<file path="config.mk">
export PLATFORM = sky130hd
export DESIGN_NAME = proc_io_test_sequencer
export DESIGN_NICKNAME = d
export VERILOG_FILES = /design/src/rtl/proc_io_test_sequencer.sv
export SDC_FILE = /design/constraint.sdc
export NUM_CORES = 1
export LEC_CHECK = 0
export CAP_MARGIN = 10
export CORE_AREA = 5 5 79 135
export CTS_BUF_LIST = sky130_fd_sc_hd__clkbuf_16
export CTS_CLUSTER_SIZE = 24
export DETAILED_ROUTE_END_ITERATION = 7
export DIE_AREA = 0 0 84 140
export GPL_ROUTABILITY_DRIVEN = 0
export PLACE_DENSITY = 0.76
export SLEW_MARGIN = 20
export SYNTH_ARGS = -nofsm -noshare
export SYNTH_HDL_FRONTEND = slang
export SYNTH_SLANG_ARGS = --single-unit
</file>
<file path="constraint.sdc">
create_clock -name CLK -period 4.35 [get_ports CLK]
set_input_delay 0.87 -clock CLK [delete_from_list [all_inputs] [get_ports CLK]]
set_output_delay 0.87 -clock CLK [all_outputs]
set_load 0.05 [all_outputs]
</file>
<file path="src/rtl/proc_io_test_sequencer.sv">
// Self-checking sequencer for the accumulator processor's I/O port.
// For each vector it holds the processor in reset, then presents the input on
// dut_in. It releases reset and waits until dut_out has matched the expected
// value for STABLE_CYCLES consecutive cycles, or until TIMEOUT cycles pass.
// The pass/fail result for each vector is accumulated in the counts and mask.
module proc_io_test_sequencer #(
  parameter int WIDTH         = 16,
  parameter int NUM_VEC       = 4,
  parameter int RESET_CYCLES  = 4,
  parameter int TIMEOUT       = 1024,
  parameter int STABLE_CYCLES = 8
) (
  input  logic                       CLK,
  input  logic                       reset,
  input  logic                       start,
  input  logic [NUM_VEC*WIDTH-1:0]   vec_in,
  input  logic [NUM_VEC*WIDTH-1:0]   vec_exp,
  input  logic [WIDTH-1:0]           dut_out,
  output logic                       dut_reset,
  output logic [WIDTH-1:0]           dut_in,
  output logic                       busy,
  output logic                       done,
  output logic [$clog2(NUM_VEC):0]   cur_vec,
  output logic [$clog2(NUM_VEC):0]   pass_count,
  output logic [$clog2(NUM_VEC):0]   fail_count,
  output logic [NUM_VEC-1:0]         fail_mask
);

  // Width of the result counts and of the cur_vec port.
  localparam int CW    = $clog2(NUM_VEC) + 1;
  // Internal vector index: exactly wide enough to address the lookup tables.
  localparam int IW    = (NUM_VEC > 1) ? $clog2(NUM_VEC) : 1;
  localparam int DEPTH = 1 << IW;
  // Counter widths, each sized to hold its terminal count.
  localparam int HW    = $clog2(RESET_CYCLES + 1);
  localparam int TW    = $clog2(TIMEOUT + 1);
  localparam int SW    = $clog2(STABLE_CYCLES + 1);

  localparam logic [HW-1:0] HOLD_LAST   = HW'(RESET_CYCLES - 1);
  localparam logic [TW-1:0] TIMEOUT_MAX = TW'(TIMEOUT);
  localparam logic [SW-1:0] STABLE_MAX  = SW'(STABLE_CYCLES);
  localparam logic [IW-1:0] LAST_IDX    = IW'(NUM_VEC - 1);

  typedef enum logic [2:0] {
    ST_IDLE,
    ST_HOLD,
    ST_RUN,
    ST_NEXT,
    ST_DONE
  } state_t;

  state_t          state;
  logic [IW-1:0]   idx;
  logic [HW-1:0]   hold_cnt;
  logic [TW-1:0]   cycle_cnt;
  logic [SW-1:0]   stable_cnt;

  // Unflattened views of the vector buses. Entries past NUM_VEC are
  // padding so that every idx value addresses a defined entry.
  logic [WIDTH-1:0] in_tab  [DEPTH];
  logic [WIDTH-1:0] exp_tab [DEPTH];

  for (genvar k = 0; k < DEPTH; k++) begin : g_tab
    if (k < NUM_VEC) begin : g_live
      assign in_tab[k]  = vec_in[k*WIDTH +: WIDTH];
      assign exp_tab[k] = vec_exp[k*WIDTH +: WIDTH];
    end else begin : g_pad
      assign in_tab[k]  = '0;
      assign exp_tab[k] = '0;
    end
  end

  // Next-state helpers for the RUN decision. The stable run restarts on any
  // mismatch, so only an unbroken streak can reach STABLE_MAX.
  logic              match;
  logic [SW-1:0]     stable_nxt;
  logic [TW-1:0]     cycle_nxt;
  logic [IW-1:0]     idx_nxt;
  logic              last_vec;
  logic [NUM_VEC-1:0] vec_bit;

  assign match      = (dut_out == exp_tab[idx]);
  assign stable_nxt = match ? stable_cnt + SW'(1) : '0;
  assign cycle_nxt  = cycle_cnt + TW'(1);
  assign idx_nxt    = idx + IW'(1);
  assign last_vec   = (idx == LAST_IDX);
  assign vec_bit    = NUM_VEC'(1) << idx;

  assign cur_vec    = CW'(idx);

  // Sequencer FSM. Every output is registered, so no combinational path runs
  // from dut_out back to dut_reset or dut_in.
  // NOTE: all state here updates with <= so that every branch reads the
  // pre-edge values, whatever order the statements are written in.
  always_ff @(posedge CLK or posedge reset) begin
    if (reset) begin
      state      <= ST_IDLE;
      idx        <= '0;
      hold_cnt   <= '0;
      cycle_cnt  <= '0;
      stable_cnt <= '0;
      dut_reset  <= 1'b1;
      dut_in     <= '0;
      busy       <= 1'b0;
      done       <= 1'b0;
      pass_count <= '0;
      fail_count <= '0;
      fail_mask  <= '0;
    end else begin
      case (state)
        ST_IDLE, ST_DONE: begin
          if (start) begin
            state      <= ST_HOLD;
            idx        <= '0;
            hold_cnt   <= '0;
            pass_count <= '0;
            fail_count <= '0;
            fail_mask  <= '0;
            dut_in     <= in_tab[0];
            dut_reset  <= 1'b1;
            busy       <= 1'b1;
            done       <= 1'b0;
          end
        end

        ST_HOLD: begin
          if (hold_cnt == HOLD_LAST) begin
            state      <= ST_RUN;
            dut_reset  <= 1'b0;
            cycle_cnt  <= '0;
            stable_cnt <= '0;
          end else begin
            hold_cnt <= hold_cnt + HW'(1);
          end
        end

        ST_RUN: begin
          cycle_cnt  <= cycle_nxt;
          stable_cnt <= stable_nxt;
          // The pass test comes first, so a pass in the timeout cycle still counts.
          if (stable_nxt == STABLE_MAX) begin
            pass_count <= pass_count + CW'(1);
            dut_reset  <= 1'b1;
            state      <= ST_NEXT;
          end else if (cycle_nxt == TIMEOUT_MAX) begin
            fail_count <= fail_count + CW'(1);
            fail_mask  <= fail_mask | vec_bit;
            dut_reset  <= 1'b1;
            state      <= ST_NEXT;
          end
        end

        ST_NEXT: begin
          if (last_vec) begin
            state <= ST_DONE;
            busy  <= 1'b0;
            done  <= 1'b1;
          end else begin
            idx      <= idx_nxt;
            dut_in   <= in_tab[idx_nxt];
            hold_cnt <= '0;
            state    <= ST_HOLD;
          end
        end

        default: state <= ST_IDLE;
      endcase
    end
  end

endmodule

</file>
Word level (Yosys, flattened, before mapping)
Cells that the tools add are included.
{ "word_totals": {"reg_bits": 52, "inputBits": 147} }
{ "op_classes": {"n_mux": 46, "order_cmp": 2, "bitwise": 3, "n_reduce_logical": 15, "addsub": 6, "shifts": 1, "eq_ne": 18} }
{ "op_table": {"columns": ["cell", "n"], "rows": [
  ["two-way mux 16 bit", 6],
  ["binary-select mux 16 bit (select 2 bit)", 2],
  ["two-way mux 3 bit", 11],
  ["one-hot mux 16 bit (2 select lines)", 1],
  ["one-hot mux 11 bit (2 select lines)", 1],
  ["two-way mux 4 bit", 5],
  ["equality test 16 bit", 1],
  ["!= test 2 bit, second input constant", 8],
  ["one-hot mux 4 bit (2 select lines)", 2],
  ["one-hot mux 3 bit (2 select lines)", 2],
  ["one-hot mux 3 bit (4 select lines)", 1],
  ["AND reduction 3 bit", 4],
  ["AND reduction 4 bit", 3],
  ["adder 11 x 1 -> 11 bit, second input constant", 1],
  ["equality test 11 bit, second input constant", 1],
  ["two-way mux 11 bit", 1],
  ["adder 3 x 1 -> 3 bit, second input constant", 3],
  ["equality test 3 x 2 -> 1 bit, second input constant", 3],
  ["one-hot mux 3 bit (3 select lines)", 1],
  ["two-way mux 1 bit", 7],
  ["greater-or-equal comparator 3 bit, second input constant", 2],
  ["inverter 2 -> 3 bit", 2],
  ["nonzero test 2 bit", 3],
  ["nonzero test 3 bit", 2],
  ["16 further kinds", 18]
]} }

Depth between registers and ports, before layout
Gate-level depths: netlist (run 1).
{ "depth": {"word_depth": 9, "ltp_mapped": 10, "depth_no_buf": 9} }

Least setup slack after synthesis (run 1)
No wires, ideal clock.
{ "synth_path": {"path_type": "register to register", "startpoint": "reg idx[0]", "endpoint": "reg dut_in[10]", "required_ns": 4.267, "stages_incl_launch_ff": 11, "setup_ns": 0.083, "arrival_ns": 2.677, "period_less_slack_ns": 2.759, "slack_ns": 1.591, "cell_sequence": "dfrtp_1 -> buf_6 -> buf_12 -> buf_2 -> inv_1 -> ha_1 -> clkbuf_1 -> o21ai_1 -> clkbuf_1 -> a22oi_1 -> o21ai_0"} }
{ "synth_between": {"elab_chain_cells": 7} }
{ "synth_rtl": {"columns": ["element", "line_no", "source"], "rows": [
  ["start: declaration", "53", "logic [IW-1:0] idx;"],
  ["start signal: assignment", "159", "idx <= idx_nxt;"],
  ["adder 2 x 1 -> 2 bit", "85", "assign idx_nxt = idx + IW'(1);"],
  ["inverter 2 -> 3 bit (not written as such)", "160", "dut_in <= in_tab[idx_nxt];"],
  ["binary-select mux 16 bit (select 2 bit)", "160", null],
  ["two-way mux 16 bit (not written as such) (2 in a row)", "160", null],
  ["two-way mux 16 bit", "154", "if (last_vec) begin"],
  ["one-hot mux 16 bit (2 select lines)", "110", "case (state)"],
  ["end signal: assignment", "119", "dut_in <= in_tab[0];"],
  ["end signal: assignment", "160", null],
  ["end: declaration", "20", "output logic [WIDTH-1:0] dut_in,"]
]} }
Several ways; a longest one is shown, not always the timed one. The select of a mux whose other input is x is not followed.
A chain may end at the register's enable or synchronous reset.

Worst setup path in the final report (run 1)
{ "layout_path": {"startpoint": "in vec_exp[6]", "endpoint": "reg fail_mask[3]"} }
{ "layout_between": {"elab_chain_cells": 8} }
{ "layout_rtl": {"columns": ["element", "line_no", "source"], "rows": [
  ["start: declaration", "17", "input logic [NUM_VEC*WIDTH-1:0] vec_exp,"],
  ["binary-select mux 16 bit (select 2 bit)", "82", "assign match = (dut_out == exp_tab[idx]);"],
  ["two-way mux 16 bit (not written as such) (2 in a row)", "82", null],
  ["equality test 16 bit", "82", null],
  ["two-way mux 4 bit", "83", "assign stable_nxt = match ? stable_cnt + SW'(1) : '0;"],
  ["equality test 4 bit", "141", "if (stable_nxt == STABLE_MAX) begin"],
  ["!= test 2 bit (no line)", null, null],
  ["AND reduction 4 bit (no line)", null, null],
  ["end signal: assignment", "147", "fail_mask <= fail_mask | vec_bit;"],
  ["end: declaration", "26", "output logic [NUM_VEC-1:0] fail_mask"]
]} }
No other way between the ends. The select of a mux whose other input is x is not followed.

==> results of run 1 <==
[worst max path at each step]
stage	endpoint	slack, ps	depth (start not counted)	start
final	fail_mask[3]	1170	7	vec_exp[6]
after global routing	fail_mask[3]	1040	7	vec_exp[38]
after CTS	fail_mask[3]	1160	7	vec_exp[6]
after detailed placement	fail_mask[3]	870	7	vec_exp[6]
after global placement	fail_mask[3]	910	7	vec_exp[44]
after floorplan	dut_in[10]	1590	10	idx[0]
[through the flow]
stage               power, mW  instance area (um^2)
floorplan                1.67                  3730
global placement         2.09                  5570
detailed placement       2.13                  5570
CTS                      2.52                  5710
global route             2.67                  5720
finish                   2.50                  5720
[area by class of cell]
class	instances	area, um^2	area share [%]
Timing Repair Buffer	184	1820	31.9
Inverter	7	26.3	0.459
Sequential cell	52	1300	22.8
Multi-Input combinational cell	297	2270	39.8
Clock inverter	3	13.8	0.241
Clock buffer	5	125	2.19
Tap cell	122	153	2.67
[critical path, stage by stage]
cell and delay (ps):
clkdlybuf4s50_1 410, mux4_1 530, xnor2_1 170, nand4_1 180, nor4_4 750, and2_1 300, o31ai_1 110
[kinds of logic after synthesis]
group,Yosys count
AOI/OAI and AO/OA,104
xor gates and xnor gates,20
adders and majority gates,10
buffers and inverters,34
DFF,52
muxes,38
other,1
and+or+nand+nor,124
[placed cells by master, fill, tap and decap left out, types with 2 or more instances in the layout]
master | Yosys | routed
clkdlybuf4s50_1 | 0 | 177
nand2_1 | 56 | 56
dfrtp_1 | 51 | 50
o21ai_0 | 36 | 36
nor2_1 | 19 | 18
xnor2_1 | 17 | 17
a22o_1 | 17 | 17
mux2_2 | 16 | 16
a22oi_1 | 15 | 15
mux4_1 | 10 | 10
ha_1 | 10 | 10
nand3_1 | 9 | 9
a21oi_1 | 8 | 8
o31ai_1 | 8 | 8
nand4_1 | 7 | 7
buf_4 | 1 | 7
mux4_2 | 6 | 6
mux2i_1 | 6 | 6
inv_1 | 7 | 6
nor3b_1 | 5 | 5
clkbuf_16 | 0 | 5
nor3_1 | 4 | 4
a211oi_1 | 4 | 4
nand3b_1 | 4 | 4
a31oi_1 | 4 | 4
xor2_1 | 3 | 3
and3_1 | 3 | 3
nand2b_1 | 3 | 3
nor2b_1 | 3 | 3
o21a_1 | 2 | 2
and2_1 | 2 | 2
and2_0 | 2 | 2
o41ai_1 | 2 | 2
clkinv_2 | 0 | 2
[flip-flops by register name (all words and copies together) (netlist names)]
| register | flops |
|---|---|
| dut_in | 16 |
| cycle_cnt | 11 |
| fail_mask | 4 |
| stable_cnt | 4 |
| fail_count | 3 |
| hold_cnt | 3 |
| pass_count | 3 |
| state | 3 |
| idx | 2 |
| busy | 1 |
| done | 1 |
| dut_reset | 1 |
[power groups by stage]
stage	combinational [mW]	clock (mW)	sequential, mW
detailed placement	1.38	0	0.747
finish	1.38	0.383	0.737
CTS	1.39	0.393	0.739
floorplan	0.694	0	0.975
global placement	1.35	0	0.737
global route	1.50	0.414	0.759
[routing by layer]
layer | up-vias | track usage [%] | routed length, um
met3 | 18 | 4.29 | 632
met1 | 1724 | 21.0 | 4170
met4 | 0 | 6.53 | 293
li1 | 1749 | - | -
met5 | - | 0 | 0
met2 | 106 | 38.3 | 6690
==> out/metrics.cfg, run 1 <==
[synthesis]
syn_area_mm2 = 0.00373
synth_nets = 540
yosys.area_share.adder_pct = 3.35
yosys.area_share.simple_pct = 16.7
syn_avg_cell_area_um2 = 9.75
synth_seq_cells = 52
ys_seq_area_share_pct = 34.9
synth_top_family_by_area = compound AO/OA/AOI/OAI gates
synth-edff-count = 0
synth-xor-area-share_pct = 4.69
synth-compound-area-share_pct = 18.7
synth_top_cell_by_area = dfrtp_1
async_flop_share_pct = 100
synth_commonest_cells = nand2_1 (56), dfrtp_1 (51), o21ai_0 (36)
ys.flop_type = dfrtp_1
synth_cells = 383
synth.distinct_cells = 53
netlist_top_cells_area = dfrtp_1 (34%), mux4_1 (7.0%), nand2_1 (5.6%), o21ai_0 (4.8%), mux2_2 (4.8%)
synthMuxAreaShare_pct = 17.1
yosysMostFrequentCell = nand2_1
synth_top_area_share_pct = 34.2
yosysWarningCount = 0

[timing]
tightest_slew_ps = 775
max_freq_mhz = 314
period_needed_ps = 3180
report.final.slew_viol_count = 0
final.setup.tns_ps = 0
setup_slack_ps = 1170
hold_ws_ps = 479
rsz0062_at_grt = false
hold_viol_final = 0
fin_worst_skew_ps = 7.75
setup_viol_count_final = 0
fin_crit_sh_pct = 73.1
relSlewSlack_pct = 47.9

[critical_path]
reg2reg_to = fail_mask[3]
crit_path_start_kind = input port
crit_fanout = 15
arrival_ps = 3330
crit_type = in2reg
crit_required_ps = 4500
endpoint_kind = flip-flop
r2r-start = idx[0]
rrSetupSlack_ps = 1360
ff2ff_path_depth = 6

[placement]
pre_cts_slack_ps = 868
port_buffers = 177
placed_cells = 662
hpwl_um = 9620

[clock_tree]
h-tree-depth = 2
hold_buffers = 0
clock_latency_ps = 290
cts.repair.resized = 0
cts_tree = built
post-cts-setup-buffers = 0
clockBufferDepth = 2
clock_sinks = 52
cts_made_buffers = 5
root_buffer = clkbuf_16
cts.reportedPaths.clkPinSlew_ps = 70

[floorplanning]
num_io_pins = 179
initial_core_util_pct = 39.7
die_height_um = 140
die-area_mm2 = 0.0118
rows = 47
die_width_um = 84
core_mm2 = 0.00941

[flow_run]
cap_violations = 0

[grt]
antenna_found_initial = 0
grt_pass1_wl_um = 18900
overflow = 0
grt_pass1_vias = 3760
grt_max_degree = 35
grt_usage_pct = 19.9

[route]
antenna_left = 0
routed_wirelength_um = 11800
avgViaCountPerCell = 5.37
drc = 0
num_vias = 3597
drt_pass1_iterations = 4
wl_per_cell_um = 17.6
drtIter0Drc = 156

[run_status]
status = complete, no violations

[final_layout]
diodes = 0
drive_gt1_share_pct = 8.39
nets = 704
area_growth_pct = 53.2
fill_cells = 832
final_cells = 670
postLayoutCoreUtil_pct = 60.8

[power]
swShare_pct = 43.2
clkPwrFrac_pct = 15.3
p_per_area_mw_per_mm2 = 438
power.switching_mw = 1.08
leakage_nw = 2.31
power_frac_seq_pct = 29.4
power_frac_comb_pct = 55.3
ir_drop_v = 0.000339
internal-power_mw = 1.42

[hold_path]
hold_class = reg2reg
worstHoldPathCells = 2
hp-start = dut_in[2]
worst_hold_path.endpoint = dut_in[2]

Note: power is estimated with default switching activity, not from simulation.
==> run 2, diff against run 1 <==
--- a/config.mk
+++ b/config.mk
@@ -6,13 +6,13 @@
 export NUM_CORES = 1
 export LEC_CHECK = 0
 export CAP_MARGIN = 10
-export CORE_AREA = 5 5 79 135
+export CORE_AREA = 5 5 81 140
 export CTS_BUF_LIST = sky130_fd_sc_hd__clkbuf_16
 export CTS_CLUSTER_SIZE = 24
 export DETAILED_ROUTE_END_ITERATION = 7
-export DIE_AREA = 0 0 84 140
+export DIE_AREA = 0 0 86 145
 export GPL_ROUTABILITY_DRIVEN = 0
-export PLACE_DENSITY = 0.76
+export PLACE_DENSITY = 0.75
 export SLEW_MARGIN = 20
 export SYNTH_ARGS = -nofsm -noshare
 export SYNTH_HDL_FRONTEND = slang
==> constraint.sdc (replaced) <==
create_clock -name CLK -period 2.65 [get_ports CLK]
set_input_delay 0.53 -clock CLK [delete_from_list [all_inputs] [get_ports CLK]]
set_output_delay 0.53 -clock CLK [all_outputs]
set_load 0.05 [all_outputs]
==> run 2 against run 1 <==
Sequential power is 57% higher; combinational power is 71% higher; non-clock buffer count is 11 higher; global-route usage is 1.3 points lower; clock skew is 2.8 ps lower; wire length is 0.72% higher; power is 65% higher; die area is 6.0% higher; core utilization is 3.2 points lower.
==> out/metrics.cfg, run 2 (synthesized netlist as in run 1, its figures left out) <==
[clock_tree]
cts.reportedPaths.clkPinSlew_ps = 70
clockBufferDepth = 2
cts_made_buffers = 5
post-cts-setup-buffers = 0
h-tree-depth = 2
hold_buffers = 0
clock_sinks = 52
cts.repair.resized = 0
cts_tree = built
root_buffer = clkbuf_16
clock_latency_ps = 290

[grt]
grt_max_degree = 35
overflow = 0
grt_pass1_vias = 3719
antenna_found_initial = 0
grt_usage_pct = 18.6
grt_pass1_wl_um = 18600

[critical_path]
ff2ff_path_depth = 8
crit_end = fail_mask[3]
crit_path_start_kind = input port
reg2reg_to = fail_mask[3]
rrSetupSlack_ps = 230
crit_type = in2reg
crit_fanout = 15
arrival_ps = 2620
crit_path_start = vec_exp[18]
crit_required_ps = 2820
endpoint_kind = flip-flop
r2r-start = idx[0]

[timing]
relSlewSlack_pct = 57.6
period_needed_ps = 2450
rsz0062_at_grt = false
fin_worst_skew_ps = 4.92
hold_ws_ps = 482
setup_viol_count_final = 0
final.setup.tns_ps = 0
fin_crit_sh_pct = 92.4
report.final.slew_viol_count = 0
hold_viol_final = 0
setup_slack_ps = 200
max_freq_mhz = 408
tightest_slew_ps = 634

[final_layout]
reg.largest.list = dut_in (16), cycle_cnt (11)
final_cell_mix = clkdlybuf4s50_1 (176), nand2_1 (56), dfrtp_1 (50)
nets = 715
drive_gt1_share_pct = 10.0
diodes = 0
fin_area_mm2 = 0.00583
area_growth_pct = 56.1
final_cells = 686
regMostFlops = dut_in
layout_commonest_cell = clkdlybuf4s50_1
postLayoutCoreUtil_pct = 57.6
largest_reg_flops = 16

[route]
avgViaCountPerCell = 5.31
drtIter0Drc = 261
drc = 0
wl_met1_um = 4270
routed.top_layer = met4
drt_pass1_iterations = 4
routed_wirelength_um = 11900
num_vias = 3643
wl_per_cell_um = 17.3
antenna_left = 0
wl_met2_um = 6730
wl_met3_um = 657

[floorplanning]
core_mm2 = 0.0101
die-area_mm2 = 0.0125
rows = 49
die_height_um = 145
num_io_pins = 179
initial_core_util_pct = 36.9
die_width_um = 86

[power]
p_per_area_mw_per_mm2 = 709
power.total_mw = 4.13
leakage_nw = 2.37
ir_drop_v = 0.000540

[placement]
place_area_mm2 = 0.00568
hpwl_um = 9690
pre_cts_slack_ps = -90.2
placed_cells = 678
port_buffers = 177

[run_status]
status = complete, no violations

[hold_path]
hold_class = reg2reg

[flow_run]
cap_violations = 0

[run 2: worst min path at each step]
stage	start	endpoint	depth (start not counted)
finish	hold_cnt[2]	hold_cnt[2]	2
global route	fail_mask[1]	fail_mask[1]	2
CTS	dut_in[3]	dut_in[3]	2
detailed placement	dut_in[3]	dut_in[3]	2
global placement	hold_cnt[2]	hold_cnt[2]	2
floorplan	hold_cnt[2]	hold_cnt[2]	2
[run 2: cell type report]
| class | instances | area, um^2 |
|---|---|---|
| Tap cell | 127 | 159 |
| Inverter | 7 | 26.3 |
| Clock inverter | 3 | 11.3 |
| Sequential cell | 52 | 1300 |
| Clock buffer | 5 | 125 |
| Fill cell | 875 | 4290 |
| Timing Repair Buffer | 195 | 1930 |
| Multi-Input combinational cell | 297 | 2270 |
[run 2: critical path, stage by stage]
cell and delay, ps:
clkdlybuf4s50_1 400, mux4_1 520, xnor2_1 160, nand4_1 160, nor4_4 350, buf_12 180
and2_1 200, o31ai_1 110
[run 2: per-layer routing]
| layer | up-vias | GRT usage, % |
|---|---|---|
| met3 | 14 | 4.59 |
| met5 | - | 0 |
| met4 | 0 | 4.99 |
| li1 | 1779 | - |
| met1 | 1745 | 20.1 |
| met2 | 105 | 34.7 |
[run 2: where the power goes]
part           leakage (nW)  internal [mW]  switching (mW)
Clock                0.0701          0.341           0.274
Sequential            0.681          0.999           0.159
Combinational          1.62           1.02            1.34
Total                  2.37           2.36            1.77
==> run 3, diff against run 2 <==
--- a/config.mk
+++ b/config.mk
@@ -8,7 +8,6 @@
 export CAP_MARGIN = 10
 export CORE_AREA = 5 5 81 140
 export CTS_BUF_LIST = sky130_fd_sc_hd__clkbuf_16
-export CTS_CLUSTER_SIZE = 24
 export DETAILED_ROUTE_END_ITERATION = 7
 export DIE_AREA = 0 0 86 145
 export GPL_ROUTABILITY_DRIVEN = 0
==> results of run 3 <==
Final layout, timing and power as in run 2 (identical DEF).
